==> src/rtl/alu_arbiter.sv <==
// alu_arbiter: round-robin share of one combinational ALU between two requesters.
// Ports:
//   Clock, Reset_n                  rising-edge clock, async active-low reset
//   Req0/1, ALUOp0/1, Funct0/1,
//   OPCode0/1, A0/1, B0/1           per-port request, code fields and operands
//   AluALUOp, AluFunct, AluOPCode,
//   AluA, AluB                      registered fields/operands driving the ALU
//   AluResult, AluZero              combinational ALU outputs fed back in
//   Result, Zero                    captured result/flag, valid with Done*
//   Done0, Done1                    one-cycle completion pulse to the winner
//   Busy                            high while an operation is in flight
module alu_arbiter #(
  parameter int WIDTH = 16
) (
  input  logic             Clock,
  input  logic             Reset_n,
  input  logic             Req0,
  input  logic             Req1,
  input  logic [1:0]       ALUOp0,
  input  logic [1:0]       ALUOp1,
  input  logic [1:0]       Funct0,
  input  logic [1:0]       Funct1,
  input  logic [3:0]       OPCode0,
  input  logic [3:0]       OPCode1,
  input  logic [WIDTH-1:0] A0,
  input  logic [WIDTH-1:0] B0,
  input  logic [WIDTH-1:0] A1,
  input  logic [WIDTH-1:0] B1,
  output logic [1:0]       AluALUOp,
  output logic [1:0]       AluFunct,
  output logic [3:0]       AluOPCode,
  output logic [WIDTH-1:0] AluA,
  output logic [WIDTH-1:0] AluB,
  input  logic [WIDTH-1:0] AluResult,
  input  logic             AluZero,
  output logic [WIDTH-1:0] Result,
  output logic             Zero,
  output logic             Done0,
  output logic             Done1,
  output logic             Busy
);
  localparam logic [1:0] IDLE  = 2'd0;
  localparam logic [1:0] ISSUE = 2'd1;
  localparam logic [1:0] DONE  = 2'd2;
  logic [1:0]       state_q, state_d;
  logic             last_grant_q, last_grant_d;
  logic             grant_id_q, grant_id_d;
  logic [1:0]       alu_op_q, alu_op_d;
  logic [1:0]       alu_funct_q, alu_funct_d;
  logic [3:0]       alu_opcode_q, alu_opcode_d;
  logic [WIDTH-1:0] alu_a_q, alu_a_d;
  logic [WIDTH-1:0] alu_b_q, alu_b_d;
  logic [WIDTH-1:0] result_q, result_d;
  logic             zero_q, zero_d;
  logic             done0_q, done0_d;
  logic             done1_q, done1_d;
  logic             busy_q, busy_d;
  logic             grant, win, capture;
  always_comb begin
    grant        = (state_q == IDLE) && (Req0 || Req1);
    // contention goes to the port that did not win last; a lone request always wins
    win          = (Req0 && Req1) ? ~last_grant_q : Req1;
    capture      = (state_q == ISSUE);
    state_d      = capture ? DONE : grant ? ISSUE : IDLE;
    last_grant_d = grant ? win : last_grant_q;
    grant_id_d   = grant ? win : grant_id_q;
    alu_op_d     = grant ? (win ? ALUOp1 : ALUOp0) : alu_op_q;
    alu_funct_d  = grant ? (win ? Funct1 : Funct0) : alu_funct_q;
    alu_opcode_d = grant ? (win ? OPCode1 : OPCode0) : alu_opcode_q;
    alu_a_d      = grant ? (win ? A1 : A0) : alu_a_q;
    alu_b_d      = grant ? (win ? B1 : B0) : alu_b_q;
    result_d     = capture ? AluResult : result_q;
    zero_d       = capture ? AluZero : zero_q;
    done0_d      = capture && !grant_id_q;
    done1_d      = capture && grant_id_q;
    busy_d       = (state_d != IDLE);
  end
  always_ff @(posedge Clock or negedge Reset_n) begin
    if (!Reset_n) begin
      state_q      <= IDLE;
      last_grant_q <= 1'b1;
      grant_id_q   <= 1'b0;
      alu_op_q     <= '0;
      alu_funct_q  <= '0;
      alu_opcode_q <= '0;
      alu_a_q      <= '0;
      alu_b_q      <= '0;
      result_q     <= '0;
      zero_q       <= 1'b0;
      done0_q      <= 1'b0;
      done1_q      <= 1'b0;
      busy_q       <= 1'b0;
    end else begin
      state_q      <= state_d;
      last_grant_q <= last_grant_d;
      grant_id_q   <= grant_id_d;
      alu_op_q     <= alu_op_d;
      alu_funct_q  <= alu_funct_d;
      alu_opcode_q <= alu_opcode_d;
      alu_a_q      <= alu_a_d;
      alu_b_q      <= alu_b_d;
      result_q     <= result_d;
      zero_q       <= zero_d;
      done0_q      <= done0_d;
      done1_q      <= done1_d;
      busy_q       <= busy_d;
    end
  end
  assign AluALUOp  = alu_op_q;
  assign AluFunct  = alu_funct_q;
  assign AluOPCode = alu_opcode_q;
  assign AluA      = alu_a_q;
  assign AluB      = alu_b_q;
  assign Result    = result_q;
  assign Zero      = zero_q;
  assign Done0     = done0_q;
  assign Done1     = done1_q;
  assign Busy      = busy_q;
endmodule
==> config.mk <==
export PLATFORM = sky130hd
export DESIGN_NAME = alu_arbiter
export DESIGN_NICKNAME = d
export VERILOG_FILES = /design/src/rtl/alu_arbiter.sv
export SDC_FILE = /design/constraint.sdc
export NUM_CORES = 1
export LEC_CHECK = 0
export ABC_CLOCK_PERIOD_IN_PS = 3810
export CORE_MARGIN = 4
export CORE_UTILIZATION = 43
export CTS_CLUSTER_SIZE = 12
export DETAILED_ROUTE_END_ITERATION = 12
export PLACE_DENSITY = 0.85
export SLEW_MARGIN = 15
export SYNTH_ARGS = -nofsm -noshare
export SYNTH_HDL_FRONTEND = slang
export SYNTH_SLANG_ARGS = --single-unit
==> constraint.sdc <==
create_clock -name Clock -period 3.81 [get_ports Clock]
set_input_delay 0.762 -clock Clock [delete_from_list [all_inputs] [get_ports Clock]]
set_output_delay 0.762 -clock Clock [all_outputs]
set_load 0.01 [all_outputs]
* Word-level counts from Yosys, hierarchy flattened
Index checks and enable logic that the tools add are counted.
Word-level totals: memory bits (writable) 0, logic and storage cells 31, output and inout port bits 60, memories 0, bits of input ports 101, flip-flop bits (word level) 64, latch bits 0, ROM bits 0
Cells by class: div/mod/pow operators 0, equality and inequality tests 1, $lt $le $gt $ge 0, multiplexer cells 8, bitwise gates (word level) 1, $add $sub $neg 0, reduce and logical (&&, ||, !) cells 8, multipliers 0, shift operators 0
Operators by type and width (count):
- 2-to-1 mux 16 bit | 2
- 2-to-1 mux 2 bit | 3
- logical AND 1 bit | 4
- 2-to-1 mux 4 bit | 1
- == test 2 x 1 -> 1 bit (second input constant) | 1
- zero test 2 bit | 1
- 2-to-1 mux 1 bit | 2
- nonzero test 2 bit | 1
- zero test 1 bit | 1
- logical OR 1 bit | 1
- inverter 1 bit | 1

* Depth between registers and ports, before layout
word-level depth 5, mapped depth 5, gate-level depth less buffers 3

* Least setup slack after synthesis
OpenSTA, ideal clock, no wires.
path type input port to flip-flop, start input port Req1, end register alu_a_q[15], in the netlist AluA[15], arrival time 1.758 ns, setup slack 1.927 ns, data required time 3.685 ns, library setup time 0.125 ns, cell stages on the path 5, cells stage by stage a21bo_1 > buf_6 > buf_12 > mux2_4 > mux2_4
Between the ends: cells in the longest elaborated chain, start to end 3, elaborated cells on any way between the ends 5, classes of those cells mux (2); reduce/logical (3)
Ends and longest elaborated chain:
- from (decl) | line 18 | input logic Req1,
- logical AND 1 bit | line 62 | win = (Req0 && Req1) ? ~last_grant_q : Req1;
- 2-to-1 mux 1 bit | line 62
- 2-to-1 mux 16 bit | line 70 | alu_a_d = grant ? (win ? A1 : A0) : alu_a_q;
- to (signal assigned) | line 100 | alu_a_q <= alu_a_d;
- to (decl) | line 51 | logic [WIDTH-1:0] alu_a_q, alu_a_d;
Parallel ways exist; a longest one is shown, timed or not. A chain may end at the register's enable or synchronous reset.

* Worst setup path after layout
start input port Req0, end register alu_b_q[15], in the netlist AluB[15]
Between the ends: cells in the longest elaborated chain, start to end 3, elaborated cells on any way between the ends 5, classes of those cells mux (2); reduce/logical (3)
Ends and longest elaborated chain:
- from (decl) | line 17 | input logic Req0,
- logical AND 1 bit | line 62
- 2-to-1 mux 1 bit | line 62
- 2-to-1 mux 16 bit | line 71 | alu_b_d = grant ? (win ? B1 : B0) : alu_b_q;
- to (signal assigned) | line 101 | alu_b_q <= alu_b_d;
- to (decl) | line 52 | logic [WIDTH-1:0] alu_b_q, alu_b_d;
Parallel ways exist; a longest one is shown, timed or not.

==> impl_results.md <==
- Status: finished, final reports clean
- Most frequent cells in the layout: 159 x clkdlybuf4s50_1, 78 x mux2_4, 63 x dfrtp_1
- Slew Limit Fails: 0
- Hold Path Class: reg2reg
- Sum Neg Setup Slack: 0 ns
- Critical Path Fanout Max: 23
- Synthesized area per cell: about 17 sq um
- Commonest non-fill, non-tap cell in the layout: clkdlybuf4s50_1
- Share of cells above drive strength 1: 34.7%
- Crit. End Element: flip-flop
- Residual DRC: 0
- Clk buf depth: 2
- WL per Instance: 16.4 microns
- Total core area: 7210 sq um
- First-pass GRT wire length: 11,400 microns
- H-tree depth: 3
- Clock skew: a little under 0.008 ns
- Initial antenna violation count: 0
- Min Tclk post-route: 2.23 ns
- Grt ovf: 0
- Post-CTS Setup Inserts: 0
- Initial DRC count: a little under 50
- Sequential fraction of the synthesis area: about half
- Synth area leader: dfrtp_1
- CTS clk-pin slew, worst paths: 0.07 ns
- # setup viols final: 0
- Achievable frequency: 448 MHz
- I/O Pins: 161
- # resized after CTS: 0
- Switch Pwr: ~1.1 mW
- Worst flop-to-flop path startpoint: last_grant_q
- Post-synthesis instance area: 3190 sq um
- Reg power frac: between 30% and 40%
- Slew Limit Headroom: 38.9%
- Top cells by area, synth: dfrtp_1 49%, mux2_4 37%, mux2_2 6.7%, buf_12 2.5%, dfstp_2 0.82%
- Starting density of the core: 44.2%
- Final Core Density: between 60% and 70%
- CTS tree: done
- Combinational share of power: between 50% and 60%
- Total CTS buffers: 9
- DRT Pass-1 Iters: 4
- LEAKAGE: around 2.2 nW
- Routability-driven placement congestion ratio: 0.693
- Clk pwr share: 15.5%
- Crit path from: Req0
- Area Growth Syn to Fin: 57.5%
- Critical Path RT: 4.03 ns
- Routed via count: about 2,100
- Crit path kind: in2reg
- Yosys reg bits: 64
- WP data arrival: 2.45 ns
- Die ar.: 8860 sq um
- CTS sink count: 64
- Switching share of power: 29.9%
- Die H: approximately 94 microns
- Least-Margin Pin Slew: 0.916 ns
- Post-route ant nets: 0
- HP Start: grant_id_q
- Max VDD drop: 0.614 mV
- Synth warn: 0
- Final hold violations: 0
- PwrDens: 754 nW/um^2
- Max_cap viols: 0
- Post-DP HPWL: 5580 microns
- Root buf cell: clkbuf_8
- Power Total: 3.79 mW
- Total GRT Usage: 16.8%
- Largest net degree at the start of global routing: 65
- Internal power: 2.65 mW
- Synth unique cells: 18
- Final-stage net count: 450
- # rows: 31
- Tcrit/Tclk final: between 50 and 60%
- PortBufs: 160
- Via density: around 4.7
- Share of the synthesized area in the top cell type: between 40 and 50%
- Hold_buf cts: 0
- Later-pin clock latency in the skew report: ~0.33 ns
- Detailed Route WL: 7410 microns
- RSZ-0062 raised after global routing: no
- Synthesized Nets: 286
- Horiz. Die Dim: roughly 94 microns
- Crit start category: primary input
- Vias in the first global route: roughly 2,400
- Synth Instances: 185
- Diode count: 0
## through the flow
| stage | instance area, sq um | instances | worst slack (ns) | hold WS [ns] |
|---|---|---|---|---|
| after floorplan | 3190 | 185 | 1.93 | 0.403 |
| after global routing | 5020 | 453 | 1.52 | 0.455 |
| after global placement | 4820 | 437 | 1.28 | 0.410 |
| final | 5020 | 453 | 1.58 | 0.427 |
| after CTS | 5020 | 453 | 1.59 | 0.428 |
| after detailed placement | 4820 | 437 | 1.22 | 0.418 |
## cell type report
cell class	instances	area, sq um
multi-input cells	107	1450
clock inverters	6	68.8
clock buffers	10	138
fillers	530	2190
flip-flops and latches	64	1600
repair buffers	165	1630
inverters	2	7.51
well taps	99	124
## power by group through the flow
stage / registers [mW] / logic (mW) / clock network [mW]
after global placement: 1.22 / 1.96 / 0
after CTS: 1.22 / 2.01 / 0.604
after detailed placement: 1.23 / 2.00 / 0
after global routing: 1.26 / 2.10 / 0.632
final: 1.22 / 1.98 / 0.586
after floorplan: 1.37 / 0.968 / 0
## worst paths after layout
path | slack, ns | cells past startpoint | end
max in group asynchronous | 2.69 | 2 | grant_id_q
min in group asynchronous | 0.60 | 2 | AluALUOp[0]
worst max-delay path | 1.58 | 5 | AluB[15]
worst max register to register | 2.02 | 4 | AluB[15]
worst min-delay path | 0.43 | 1 | Done0
worst min register to register | 0.43 | 1 | Done0
## Yosys cell counts, drive strengths merged
library cell / n
nor2: 3
a21oi: 1
inv: 2
mux2: 97
a21bo: 1
or2: 1
nand2b: 1
buf: 10
dfrtp: 63
clkbuf: 2
dfstp: 1
a31oi: 1
o32ai: 1
o21a: 1
## state kept, by name, summed over array words and instances (netlist names)
| signal | flops |
|---|---|
| AluA | 16 |
| AluB | 16 |
| Result | 16 |
| AluOPCode | 4 |
| AluALUOp | 2 |
| AluFunct | 2 |
| state_q | 2 |
| Busy | 1 |
| Done0 | 1 |
| Done1 | 1 |
| Zero | 1 |
| grant_id_q | 1 |
| last_grant_q | 1 |
## kinds of logic (layout without fill, tap and decap cells)
group	after synthesis	after routing	share of synthesized area, %
mux	97	97	43.4
flops	64	64	50.3
buf+inv	14	183	4.36
compound gates	5	5	1.18
simple gates	5	5	0.746
## metal layers
layer | up-vias | part of all wire, % | global-route usage (%)
met5 | - | 0 | 0
li1 | 981 | - | -
met4 | 0 | 2.2 | 8.06
met1 | 1025 | 39 | 18.9
met3 | 16 | 8.4 | 5.29
met2 | 95 | 50 | 28.8
## critical path, cell delays in order
cell and delay (ns):
clkdlybuf4s50_1 0.52, a21bo_2 0.16, buf_4 0.36, mux2_2 0.38
mux2_2 0.26
Power figures use the tool's default switching activity.
